## src/rtl/alu_result_fifo_if.sv

```systemverilog
// alu_result_fifo_if
// Bundles the producer-side and consumer-side handshakes of the ALU result
// FIFO.
//   slave  : the FIFO itself. It takes in_* and out_ready, and drives
//            in_ready, out_* and count.
//   master : the environment around the FIFO, which is the ALU side plus
//            the consumer side.
// Parameters:
//   N     : operand MSB index. Operands are N+1 bits and results are N+2 bits.
//   DEPTH : number of FIFO entries.
interface alu_result_fifo_if #(
  parameter int N     = 63,
  parameter int DEPTH = 4
);
  localparam int CW = $clog2(DEPTH) + 1;

  logic          in_valid;
  logic          in_ready;
  logic [3:0]    in_opcode;
  logic [N:0]    in_b;
  logic [N+1:0]  in_y;
  logic          out_valid;
  logic          out_ready;
  logic [N+1:0]  out_y;
  logic          out_zero;
  logic          out_carry;
  logic          out_err;
  logic [CW-1:0] count;

  modport slave (
    input  in_valid, in_opcode, in_b, in_y, out_ready,
    output in_ready, out_valid, out_y, out_zero, out_carry, out_err, count
  );

  modport master (
    output in_valid, in_opcode, in_b, in_y, out_ready,
    input  in_ready, out_valid, out_y, out_zero, out_carry, out_err, count
  );
endinterface

```

## src/rtl/alu_result_fifo.sv

```systemverilog
// alu_result_fifo
// Result stage that sits after the combinational ALU. Each accepted ALU
// result is stored in a small FIFO together with flags derived from the
// opcode (zero, carry, divide-by-zero). The stored entry is then handed to
// a consumer that may stall, using a valid/ready handshake. The flags are
// computed once, when the entry is written, so the consumer never needs
// the ALU inputs.
//
// Ports:
//   clk   : rising-edge clock.
//   rst_n : asynchronous, active-low reset.
//   bus   : alu_result_fifo_if.slave, which carries:
//           in_valid/in_ready/in_opcode/in_b/in_y   (ALU side)
//           out_valid/out_ready/out_y/out_zero/out_carry/out_err (consumer)
//           count (number of occupied entries)
//
// Optional feature: define ALU_RESULT_DIV0_EN to store divide-by-zero
// results (opcode 4'b0011 or 4'b0100 with in_b == 0) as y = 0, err = 1.
// Without it, out_err is tied to 0 and in_b is ignored.
module alu_result_fifo #(
  parameter int N     = 63,
  parameter int DEPTH = 4
) (
  input  logic              clk,
  input  logic              rst_n,
  alu_result_fifo_if.slave  bus
);
  localparam int PW = $clog2(DEPTH);
  localparam int CW = PW + 1;

  // Only add and sub produce a meaningful carry/borrow in bit N+1.
  function automatic logic carry_flag(input logic [3:0] op, input logic msb);
    logic c;
    case (op)
      4'b0000: c = msb;
      4'b0001: c = msb;
      default: c = 1'b0;
    endcase
    return c;
  endfunction

`ifdef ALU_RESULT_DIV0_EN
  // Divide (4'b0011) and modulo (4'b0100) are undefined when the divisor is zero.
  function automatic logic is_div0(input logic [3:0] op, input logic [N:0] b);
    logic d;
    case (op)
      4'b0011: d = (b == {(N+1){1'b0}});
      4'b0100: d = (b == {(N+1){1'b0}});
      default: d = 1'b0;
    endcase
    return d;
  endfunction
`endif

  logic [N+1:0]  mem_y_r [DEPTH];
  logic [DEPTH-1:0] mem_zero_r;
  logic [DEPTH-1:0] mem_carry_r;
  logic [PW-1:0] wr_ptr_r;
  logic [PW-1:0] rd_ptr_r;
  logic [CW-1:0] count_r;

  logic          in_ready_s;
  logic          out_valid_s;
  logic          push_s;
  logic          pop_s;
  logic [N+1:0]  wr_y_s;
  logic          wr_zero_s;
  logic          wr_carry_s;
  logic          wr_err_s;

  // in_ready is derived from count only, so it never depends on out_ready.
  assign in_ready_s  = (count_r < CW'(DEPTH));
  assign out_valid_s = (count_r != {CW{1'b0}});
  assign push_s      = bus.in_valid && in_ready_s;
  assign pop_s       = out_valid_s && bus.out_ready;

  // Build the entry to be written, including the divide-by-zero substitution.
  always_comb begin
    wr_y_s   = bus.in_y;
    wr_err_s = 1'b0;
`ifdef ALU_RESULT_DIV0_EN
    if (is_div0(bus.in_opcode, bus.in_b)) begin
      wr_y_s   = {(N+2){1'b0}};
      wr_err_s = 1'b1;
    end else begin
      wr_y_s   = bus.in_y;
      wr_err_s = 1'b0;
    end
`endif
    wr_zero_s  = (wr_y_s == {(N+2){1'b0}});
    wr_carry_s = carry_flag(bus.in_opcode, bus.in_y[N+1]);
  end

  // Pointer and occupancy bookkeeping. Pointers wrap naturally because DEPTH is a power of two.
  always_ff @(posedge clk or negedge rst_n) begin
    if (!rst_n) begin
      wr_ptr_r <= {PW{1'b0}};
      rd_ptr_r <= {PW{1'b0}};
      count_r  <= {CW{1'b0}};
    end else begin
      if (push_s) wr_ptr_r <= wr_ptr_r + PW'(1);
      if (pop_s)  rd_ptr_r <= rd_ptr_r + PW'(1);
      case ({push_s, pop_s})
        2'b10:   count_r <= count_r + CW'(1);
        2'b01:   count_r <= count_r - CW'(1);
        default: count_r <= count_r;
      endcase
    end
  end

  // Entry storage. It is cleared on reset so that the head reads as zero while empty.
  always_ff @(posedge clk or negedge rst_n) begin
    if (!rst_n) begin
      for (int i = 0; i < DEPTH; i++) begin
        mem_y_r[i] <= {(N+2){1'b0}};
      end
      mem_zero_r  <= {DEPTH{1'b0}};
      mem_carry_r <= {DEPTH{1'b0}};
    end else if (push_s) begin
      mem_y_r[wr_ptr_r]     <= wr_y_s;
      mem_zero_r[wr_ptr_r]  <= wr_zero_s;
      mem_carry_r[wr_ptr_r] <= wr_carry_s;
    end
  end

`ifdef ALU_RESULT_DIV0_EN
  logic [DEPTH-1:0] mem_err_r;

  // Divide-by-zero flag storage, kept alongside the other entry fields.
  always_ff @(posedge clk or negedge rst_n) begin
    if (!rst_n) begin
      mem_err_r <= {DEPTH{1'b0}};
    end else if (push_s) begin
      mem_err_r[wr_ptr_r] <= wr_err_s;
    end
  end

  assign bus.out_err = mem_err_r[rd_ptr_r];
`else
  // Without the feature, in_b and the computed err bit have no consumer.
  logic unused_s;
  assign unused_s    = ^{bus.in_b, wr_err_s};
  assign bus.out_err = 1'b0;
`endif

  assign bus.in_ready  = in_ready_s;
  assign bus.out_valid = out_valid_s;
  assign bus.count     = count_r;
  assign bus.out_y     = mem_y_r[rd_ptr_r];
  assign bus.out_zero  = mem_zero_r[rd_ptr_r];
  assign bus.out_carry = mem_carry_r[rd_ptr_r];
endmodule

```

## src/flat_wrapper.sv

```systemverilog
// flat-port wrapper written by rule: the top's interface ports become plain ports
module alu_result_fifo_flat 
#(
  parameter int N     = 63,
  parameter int DEPTH = 4
)
  (clk, rst_n, bus_in_valid, bus_in_opcode, bus_in_b, bus_in_y, bus_out_ready, bus_in_ready, bus_out_valid, bus_out_y, bus_out_zero, bus_out_carry, bus_out_err, bus_count);
  alu_result_fifo_if #(.N(N), .DEPTH(DEPTH)) bus_i ();
  input  logic clk;
  input  logic rst_n;
  input wire logic [$bits(bus_i.in_valid)-1:0] bus_in_valid;
  input wire logic [$bits(bus_i.in_opcode)-1:0] bus_in_opcode;
  input wire logic [$bits(bus_i.in_b)-1:0] bus_in_b;
  input wire logic [$bits(bus_i.in_y)-1:0] bus_in_y;
  input wire logic [$bits(bus_i.out_ready)-1:0] bus_out_ready;
  output wire logic [$bits(bus_i.in_ready)-1:0] bus_in_ready;
  output wire logic [$bits(bus_i.out_valid)-1:0] bus_out_valid;
  output wire logic [$bits(bus_i.out_y)-1:0] bus_out_y;
  output wire logic [$bits(bus_i.out_zero)-1:0] bus_out_zero;
  output wire logic [$bits(bus_i.out_carry)-1:0] bus_out_carry;
  output wire logic [$bits(bus_i.out_err)-1:0] bus_out_err;
  output wire logic [$bits(bus_i.count)-1:0] bus_count;
  assign bus_i.in_valid = bus_in_valid;
  assign bus_i.in_opcode = bus_in_opcode;
  assign bus_i.in_b = bus_in_b;
  assign bus_i.in_y = bus_in_y;
  assign bus_i.out_ready = bus_out_ready;
  assign bus_in_ready = bus_i.in_ready;
  assign bus_out_valid = bus_i.out_valid;
  assign bus_out_y = bus_i.out_y;
  assign bus_out_zero = bus_i.out_zero;
  assign bus_out_carry = bus_i.out_carry;
  assign bus_out_err = bus_i.out_err;
  assign bus_count = bus_i.count;
  alu_result_fifo #(.N(N), .DEPTH(DEPTH)) u_core (.clk(clk), .rst_n(rst_n), .bus(bus_i));
endmodule
```

## config.mk

```make
export PLATFORM = sky130hd
export DESIGN_NAME = alu_result_fifo_flat
export DESIGN_NICKNAME = d
export VERILOG_FILES = /design/src/rtl/alu_result_fifo_if.sv /design/src/rtl/alu_result_fifo.sv /design/src/flat_wrapper.sv
export SDC_FILE = /design/constraint.sdc
export NUM_CORES = 1
export LEC_CHECK = 0
export BUFFER_PORTS_ARGS = -buffer_cell sky130_fd_sc_hd__buf_4
export CAP_MARGIN = 20
export CELL_PAD_IN_SITES_DETAIL_PLACEMENT = 1
export CELL_PAD_IN_SITES_GLOBAL_PLACEMENT = 1
export CORE_ASPECT_RATIO = 1.25
export CORE_MARGIN = 10
export CORE_UTILIZATION = 47
export DETAILED_ROUTE_END_ITERATION = 16
export PLACE_DENSITY = 0.81
export SYNTH_ARGS = -nofsm -noshare
export SYNTH_HDL_FRONTEND = slang
export SYNTH_SLANG_ARGS = --single-unit
```

## constraint.sdc

```tcl
create_clock -name clk -period 2.35 [get_ports clk]
set_input_delay 0.235 -clock clk [delete_from_list [all_inputs] [get_ports clk]]
set_output_delay 0.235 -clock clk [all_outputs]
set_load 0.01 [all_outputs]
```

======== Yosys cells after proc, flatten, opt, wreduce, memory -nomap -nowiden ========
Cells that the tools add are included.
storage, ports and cells
  register bits ........................... 275
  bits of input ports ..................... 137
  output and inout port bits .............. 73
  word-level logic and storage cells ...... 50
operators by class
  add/subtract/negate cells ............... 4
  order comparisons ....................... 7
  equality and inequality tests ........... 3
  multiplexer cells ....................... 16
  bitwise logic cells ..................... 2
  reductions and logical operators ........ 9
operator list
  operator                                                                      number
  260-bit bitwise mux                                                           1
  65-bit 2-to-1 mux                                                             3
  65-bit binary-select mux with 2-bit select                                    1
  65-bit demux with 2-bit select                                                1
  65-bit zero test                                                              1
  4-bit bitwise mux                                                             2
  3-bit >= comparator, second input constant                                    2
  2-bit by 3-bit less-than comparator with 1-bit output, second input constant  2
  2-bit NOT with 3-bit output                                                   2
  3-bit one-hot mux with 2 select lines                                         1
  2-bit by 1-bit adder with 2-bit output, second input constant                 2
  1-bit binary-select mux with 2-bit select                                     2
  4-bit by 1-bit equality test with 1-bit output, second input constant         1
  1-bit logical AND                                                             4
  4-bit zero test                                                               1
  1-bit 2-to-1 mux                                                              4
  3-bit by 1-bit adder with 3-bit output, second input constant                 1
  3-bit by 1-bit less-than comparator with 1-bit output, second input constant  1
  3-bit less-than comparator, second input constant                             1
  3-bit nonzero test                                                            1
  3-bit by 1-bit subtractor with 3-bit output, second input constant            1
  1-bit demux with 2-bit select                                                 1
  2-bit by 1-bit equality test with 1-bit output, second input constant         1
  2-bit equality test, second input constant                                    1
  other kinds (3)                                                               3

======== Logic depth before layout (Yosys ltp) ========
Gate-level depths: netlist (run 1).
  depth after elaboration ................. 6
  gate-level depth with buffers ........... 9
  gate-level depth less buffers ........... 8

======== Least setup slack after synthesis (run 1) ========
Ideal clock, no wire load.
  path kind ............................... reg-to-reg
  start point ............................. reg u_core.count_r[0] (netlist: u_core.bus.count[0])
  end point ............................... reg u_core.count_r[2] (netlist: u_core.bus.count[2])
  setup time .............................. 124 ps
  arrival time ............................ 1,797 ps
  required time ........................... 2,226 ps
  setup slack ............................. 429 ps
  stages on the path, launching flop included .. 9
  buffers on the path ..................... 0
  clock period less this slack ............ 1,921 ps
  path through ............................ dfrtp_1 > or3_1 > and2_1 > ha_1 > inv_1 > fa_1 > xor2_1 > nor2_1 > xnor2_1
between the ends
  word-level cells in the longest chain between the ends .. 4
  elaborated cells between the ends (all ways) .. 10
  those cells by class .................... 2 x add/sub; 1 x order compare; 2 x eq/ne; 1 x mux; 4 x reduce/logical
RTL lines
  item                                                                                   RTL line                text
  start, declared                                                                        alu_result_fifo.sv:60   logic [CW-1:0] count_r;
  start signal, assigned                                                                 alu_result_fifo.sv:99   count_r <= {CW{1'b0}};
  start signal, assigned                                                                 alu_result_fifo.sv:104  2'b10: count_r <= count_r + CW'(1);
  start signal, assigned                                                                 alu_result_fifo.sv:105  2'b01: count_r <= count_r - CW'(1);
  3-bit nonzero test *                                                                   alu_result_fifo.sv:73   assign out_valid_s = (count_r != {CW{1'b0}});
  named net bus_out_valid                                                                flat_wrapper.sv:17      output wire logic [$bits(bus_i.out_valid)-1:0] bus_out_valid;
  1-bit logical AND *                                                                    alu_result_fifo.sv:75   assign pop_s = out_valid_s && bus.out_ready;
  named net u_core.pop_s                                                                 alu_result_fifo.sv:65   logic pop_s;
  2-bit by 1-bit equality test with 1-bit output or 2-bit equality test (tied branches)  alu_result_fifo.sv:103  case ({push_s, pop_s})
  3-bit one-hot mux with 2 select lines or 2-bit nonzero test (tied branches)            --
The timed path passes the listed nets; every way through them passes the cells marked *.
A chain may end at the register's enable or synchronous reset.

======== Worst setup path in the final report (run 1) ========
  start point ............................. reg u_core.rd_ptr_r[0]
  end point ............................... out bus_out_y[56]
between the ends
  word-level cells in the longest chain between the ends .. 4
RTL lines
  item                                                  RTL line                text
  start, declared                                       alu_result_fifo.sv:59   logic [PW-1:0] rd_ptr_r;
  start signal, assigned                                alu_result_fifo.sv:98   rd_ptr_r <= {PW{1'b0}};
  start signal, assigned                                alu_result_fifo.sv:102  if (pop_s) rd_ptr_r <= rd_ptr_r + PW'(1);
  2-bit NOT with 3-bit output (not written as such)     alu_result_fifo.sv:149  assign bus.out_y = mem_y_r[rd_ptr_r];
  65-bit binary-select mux with 2-bit select            alu_result_fifo.sv:149
  65-bit 2-to-1 mux (not written as such) (2 in a row)  alu_result_fifo.sv:149
  end, declared                                         flat_wrapper.sv:18      output wire logic [$bits(bus_i.out_y)-1:0] bus_out_y;
Every way passes these cells. The select of a mux whose other input is x is not followed.

==> results of run 1 <==
-- routing by layer --
| layer | vias to the layer above | share of wire, % |
|---|---|---|
| li1 | 3166 | - |
| met1 | 3907 | 39 |
| met2 | 128 | 54 |
| met3 | 42 | 4.4 |
| met4 | 0 | 2.3 |
| met5 | - | 0 |
-- stage by stage --
| stage | cells | power, mW | hold slack [ps] | TNS, ps | utilization, % |
|---|---|---|---|---|---|
| after global placement | 1185 | 17.6 | 251 | 0 | 54.2 |
| after global routing | 1310 | 24.1 | 19.4 | -29.8 | 61.0 |
| after CTS | 1305 | 22.9 | 5.61 | -6.22 | 60.7 |
| after floorplan | 724 | 14.0 | -60.6 | 0 | - |
| after detailed placement | 1185 | 18.0 | 245 | 0 | 54.2 |
| final | 1310 | 22.8 | 14.4 | 0 | 61.0 |
-- cell type report --
type / instances / area share (%)
clock buffers: 42 / 5.35
repair buffers: 246 / 14.5
clock inverters: 9 / 0.682
multi-input cells: 396 / 31.9
flip-flops and latches: 275 / 44.7
well taps: 335 / 2.72
inverters: 7 / 0.170
-- registers in the layout, indices dropped and copies added (netlist names) --
| signal | cells |
|---|---|
| u_core.rd_ptr_r | 2 |
| u_core.mem_y_r | 260 |
| u_core.bus.count | 3 |
| u_core.mem_carry_r | 4 |
| u_core.mem_zero_r | 4 |
| u_core.wr_ptr_r | 2 |
-- cells by family after synthesis --
group	share of synthesized area, %
AOI/OAI and AO/OA	0.374
xor gates and xnor gates	0.436
adders and majority gates	0.686
buffers and inverters	2.21
DFF	57.1
muxes	36.9
other	0.0311
and+or+nand+nor	2.22
-- power by group --
part / internal [mW] / switching, mW / total (mW)
Combinational: 5.90 / 3.96 / 9.86
Sequential: 7.11 / 1.29 / 8.41
Clock: 2.64 / 1.86 / 4.50
Total: 15.7 / 7.11 / 22.8
-- worst min-delay path: cells and delay by family --
| kind | cells | cell delay, ps |
|---|---|---|
| AO/OA/AOI/OAI | 1 | 70 |
| buffers and inverters | 1 | 70 |
| AND/OR/NAND/NOR | 1 | 130 |
-- cell usage after synthesis --
| library cell | count | share of area [%] |
|---|---|---|
| dfrtp_1 | 275 | 57 |
| mux2_2 | 260 | 24 |
| mux4_2 | 67 | 13 |
| buf_2 | 33 | 1.4 |
| nor4_1 | 14 | 0.73 |
| nand2_1 | 13 | 0.41 |
| buf_4 | 7 | 0.44 |
| inv_1 | 7 | 0.22 |
| clkbuf_1 | 6 | 0.19 |
| ha_1 | 5 | 0.52 |
| o21ai_0 | 5 | 0.21 |
| nand3_1 | 4 | 0.17 |
| o21ai_1 | 4 | 0.17 |
| xnor2_1 | 4 | 0.29 |
| nand2_2 | 2 | 0.10 |
| nand4_1 | 2 | 0.10 |
| nor2_1 | 2 | 0.062 |
| xor2_1 | 2 | 0.15 |
| and2_1 | 1 | 0.052 |
| and4_1 | 1 | 0.073 |
| conb_1 | 1 | 0.031 |
| fa_1 | 1 | 0.17 |
| mux2i_1 | 1 | 0.083 |
| nand3_2 | 1 | 0.083 |
| nor2b_2 | 1 | 0.073 |
| nor3_1 | 1 | 0.042 |
| nor4_2 | 1 | 0.10 |
| or3_1 | 1 | 0.052 |
| or4_4 | 1 | 0.093 |
| or4b_2 | 1 | 0.083 |
-- cells in the final DEF, fill, tap and decap left out, drive strengths merged, types with 2 or more instances in the layout --
master	instances
dfrtp	275
mux2	260
buf	180
mux4	67
dlygate4sd3	66
clkbuf	42
nor4	15
nand2	15
o21ai	9
inv	8
ha	5
nand3	5
clkinv	5
xnor2	4
xor2	2
nor2	2
nand4	2
bufinv	2
-- worst min-delay path by stage --
stage / end / slack (ps) / cells after the start
4_1_cts: u_core.mem_carry_r[0] / 6 / 3
5_1_grt: u_core.mem_carry_r[2] / 20 / 3
3_5_place_dp: u_core.mem_y_r[187] / 240 / 1
3_3_place_gp: u_core.mem_y_r[187] / 250 / 1
6_report: u_core.mem_carry_r[0] / 10 / 3
2_1_floorplan: u_core.bus.count[0] / -60 / 0
-- what timing repair did --
item / CTS / global route
hold buffers: 66 / 0
endpoints found under the hold margin: 325 / 0
pin swaps: 0 / 0
setup endpoints to repair: 63 / 34
buffers inserted: 3 / 5
gates resized for setup: 1 / 3
==> flow_summary.json, run 1 <==
{
  "finalSetupViolations": 0,
  "syn_area_um2": 12000,
  "slowest_stage": "mux4_2",
  "crit_required_ps": 2120,
  "timing.rr.end": "u_core.bus.count[1]",
  "overflow": 0,
  "drt-pass1-iter-count": 4,
  "dp_hpwl_um": 19700,
  "die_area_um2": 32500,
  "skew_ps": 11.7,
  "ir_drop_mv": 0.853,
  "p_leak_nw": 6.80,
  "layout.nets": 1098,
  "worst-setup-path-type": "flop to primary output",
  "cts_tree": "yes",
  "start_util_pct": 47.6,
  "worst_pin_slew_ps": 586,
  "row_count": 65,
  "drt_iter0_markers": 323,
  "drc": 0,
  "ff_latch_area_um2": 6890,
  "grt_busiest_layer": "met2",
  "gp_congestion": 0.761,
  "multi_input_area_um2": 4920,
  "viasPerCell": 5.53,
  "status": "finished clean",
  "die_y_um": 199,
  "drv_cap": 0,
  "fin_crit_ps": 2300,
  "power_density_nw_per_um2": 1480,
  "clk_path_buf_depth": 3,
  "mappedNetlistNets": 867,
  "min_from": "bus_in_opcode[2]",
  "place_area_um2": 13700,
  "grt_pass1_wl_um": 49200,
  "fillers": 2301,
  "max_slew_margin_pct": 60.9,
  "cpPeakStageDelay_ps": 560,
  "final_antenna_net_count": 0,
  "top_level_ports": 210,
  "final_layout_size_suffix_gt1_share_pct": 57.5,
  "cts.sinks": 275,
  "numPortBuffers": 143,
  "endpoint_kind": "primary output",
  "antennaDiodeCount": 0,
  "syn_avg_cell_area_um2": 16.6,
  "antenna_found_initial": 0,
  "fin_ws_ps": 46.2,
  "grt_util_all_layers_pct": 19.2,
  "hold_viol_final": 0,
  "maxSlewViolCount": 0,
  "netlist_instances": 724,
  "synth_cell_types": 30,
  "arrival_ps": 2070,
  "coreArea_um2": 25300,
  "wl_um": 30900,
  "synth-seq-area-share_pct": 57.1,
  "fmax_mhz": 434,
  "crit_start": "u_core.rd_ptr_r[0]",
  "ctsHtreeMaxLevel": 1,
  "crit_family": "multiplexers",
  "grt_max_degree": 74,
  "vias": 7243,
  "design_area_um2": 15400,
  "worst-path-buf-inv": 3,
  "ys_warn_count": 0,
  "start_kind": "flop",
  "r2r_setup_slack_ps": 290,
  "cts-buffers-inserted": 29,
  "die_x_um": 163,
  "use_met3_pct": 3.72,
  "first_global_vias": 8612,
  "fin_crit_sh_pct": 98.0,
  "worstSetupEndpoint": "bus_out_y[56]",
  "r2r_start": "u_core.bus.count[1]",
  "areaGrowthSynthToFinish_pct": 28.0,
  "r2r_cells": 6,
  "clock_latency_ps": 540,
  "hold_class": "input pin to flop",
  "cts-root-buf": "clkbuf_16",
  "gr-usage-met2_pct": 35.0,
  "grt_util_met1_pct": 22.5,
  "crit_cells": 4,
  "path_clk_slew_ps": 60,
  "ys_ff_latch": 275,
  "worstPathCellList": "buf_12, buf_16, mux4_2, buf_4",
  "path_max_fanout": 18,
  "pre_cts_ws_ps": 332,
  "post_drt_wl_per_cell_um": 23.6
}
Note: power is estimated with default switching activity, not from simulation.
==> run 2: changes to the inputs <==
- SETUP_SLACK_MARGIN: not set -> 0.2
==> run 2 against run 1 <==
Fmax is 0.17% lower. Combinational power rose by 11%. Critical path type unchanged. Utilization up 1.4 points. Highest routed layer unchanged. Critical endpoint is now bus_out_y[59]. Sequential power about the same.
==> flow_summary.json, run 2 (same netlist as run 1, synthesis figures left out) <==
{
  "gp_congestion": 0.761,
  "viasPerCell": 5.57,
  "p_leak_nw": 6.95,
  "cts_tree": "yes",
  "grt_pass1_wl_um": 50700,
  "fin_crit_ps": 2310,
  "drt-pass1-iter-count": 4,
  "path_max_fanout": 6,
  "max_slew_margin_pct": 60.7,
  "worst-setup-path-type": "flop to primary output",
  "final_common_cell": "dfrtp_1",
  "wl_um": 32400,
  "die_x_um": 163,
  "start_kind": "flop",
  "ctsHtreeMaxLevel": 1,
  "status": "finished clean",
  "maxSlewViolCount": 0,
  "cts-buffers-inserted": 29,
  "layout_common_cells": "dfrtp_1 (273), mux2_2 (260), buf_4 (124), mux4_2 (67), dlygate4sd3_1 (67)",
  "cts-root-buf": "clkbuf_16",
  "grt_max_degree": 74,
  "fillers": 2265,
  "skew_ps": 10.9,
  "first_global_vias": 8705,
  "dp_cells": 1185,
  "arrival_ps": 2070,
  "grt_util_all_layers_pct": 19.9,
  "fmax_mhz": 433,
  "largest_reg_flops": 260,
  "rsz0062_at_grt": "yes",
  "overflow": 0,
  "die_area_um2": 32500,
  "final_layout_size_suffix_gt1_share_pct": 58.1,
  "antennaDiodeCount": 0,
  "finalSetupViolations": 0,
  "place_area_um2": 13700,
  "fin_util_pct": 62.4,
  "endpoint_kind": "primary output",
  "antenna_found_initial": 0,
  "coreArea_um2": 25300,
  "cts.sinks": 275,
  "top_level_ports": 210,
  "fin_crit_sh_pct": 98.2,
  "row_count": 65,
  "areaGrowthSynthToFinish_pct": 31.0,
  "crit_required_ps": 2120,
  "clk_path_buf_depth": 3,
  "finalPower_mw": 23.9,
  "r2r_setup_slack_ps": 230,
  "hold_viol_final": 0,
  "start_util_pct": 47.6,
  "die_y_um": 199,
  "largest_register": "u_core.mem_y_r",
  "vias": 7375,
  "dp_hpwl_um": 19700,
  "clock_latency_ps": 540,
  "finalNonFillerCells": 1324,
  "worst_pin_slew_ps": 590,
  "hold_class": "input pin to flop",
  "largestRegisters": "u_core.mem_y_r (260), u_core.mem_carry_r (4), u_core.mem_zero_r (4)",
  "drv_cap": 0,
  "drt_iter0_markers": 310,
  "layout.nets": 1112,
  "path_clk_slew_ps": 70,
  "numPortBuffers": 143,
  "final_antenna_net_count": 0,
  "holdWs_ps": 10.3,
  "post_drt_wl_per_cell_um": 24.5,
  "power_density_nw_per_um2": 1510,
  "drc": 0,
  "design_area_um2": 15800,
  "ir_drop_mv": 0.832
}
## run 2: cell count changes in the layout (fill, tap and decap cells not counted)
cell / delta
buf_6: +45
buf_4: -36
buf_16: +3
buf_8: +2
and2_1: -1
and2_4: +1
buf_2: -1
dlygate4sd3_1: +1
## run 2: path summary, 6_finish.rpt
kind,from,to,cells after the start
max,u_core.rd_ptr_r[0],bus_out_y[59],5
min in group asynchronous,rst_n,u_core.mem_y_r[178],2
min reg2reg,u_core.mem_zero_r[3],u_core.mem_zero_r[3],2
max reg2reg,u_core.bus.count[1],u_core.bus.count[1],6
min,bus_in_opcode[2],u_core.mem_carry_r[0],3
max in group asynchronous,rst_n,u_core.mem_y_r[116],3
## run 2: through the flow
step,TNS (ps),setup slack (ps)
floorplan,0,429
global placement,0,438
global route,-24.5,-10.9
finish,0,42.3
CTS,0,36.7
detailed placement,0,332
## run 2: cell type report
type                       count  area (um2)  area share (%)
multi-input combinational    396        4930            31.2
clock buffer                  42         825            5.23
tap                          335         419            2.66
sequential                   275        6890            43.7
clock inverter                 9         105           0.666
timing repair buffer         260        2580            16.4
inverter                       7        26.3           0.167
## run 2: per-layer routing
layer	vias up	GRT usage, %	wire length [um]
met3	51	3.60	1270
met4	0	4.98	714
met2	146	36.5	17800
met1	3983	23.4	12600
li1	3195	-	-
met5	-	0	0
## run 2: worst max-delay path, cell delays in order, from the launching register on
cell     delay [ps]
dfrtp_4         500
buf_12          160
buf_12          130
buf_16          140
mux4_2          440
buf_6           140
## run 2: timing repair
action                                  in CTS  in global routing
setup buffers                               12                  7
cloned                                       2                  0
hold endpoints to repair                   325                  1
hold buffers                                66                  1
resized for setup                           17                 42
endpoints found under the setup margin      67                 68
## run 2: report_power, final
group | switching, mW | internal (mW)
sequential | 1.29 | 7.11
clock | 1.89 | 2.64
combinational | 4.29 | 6.63
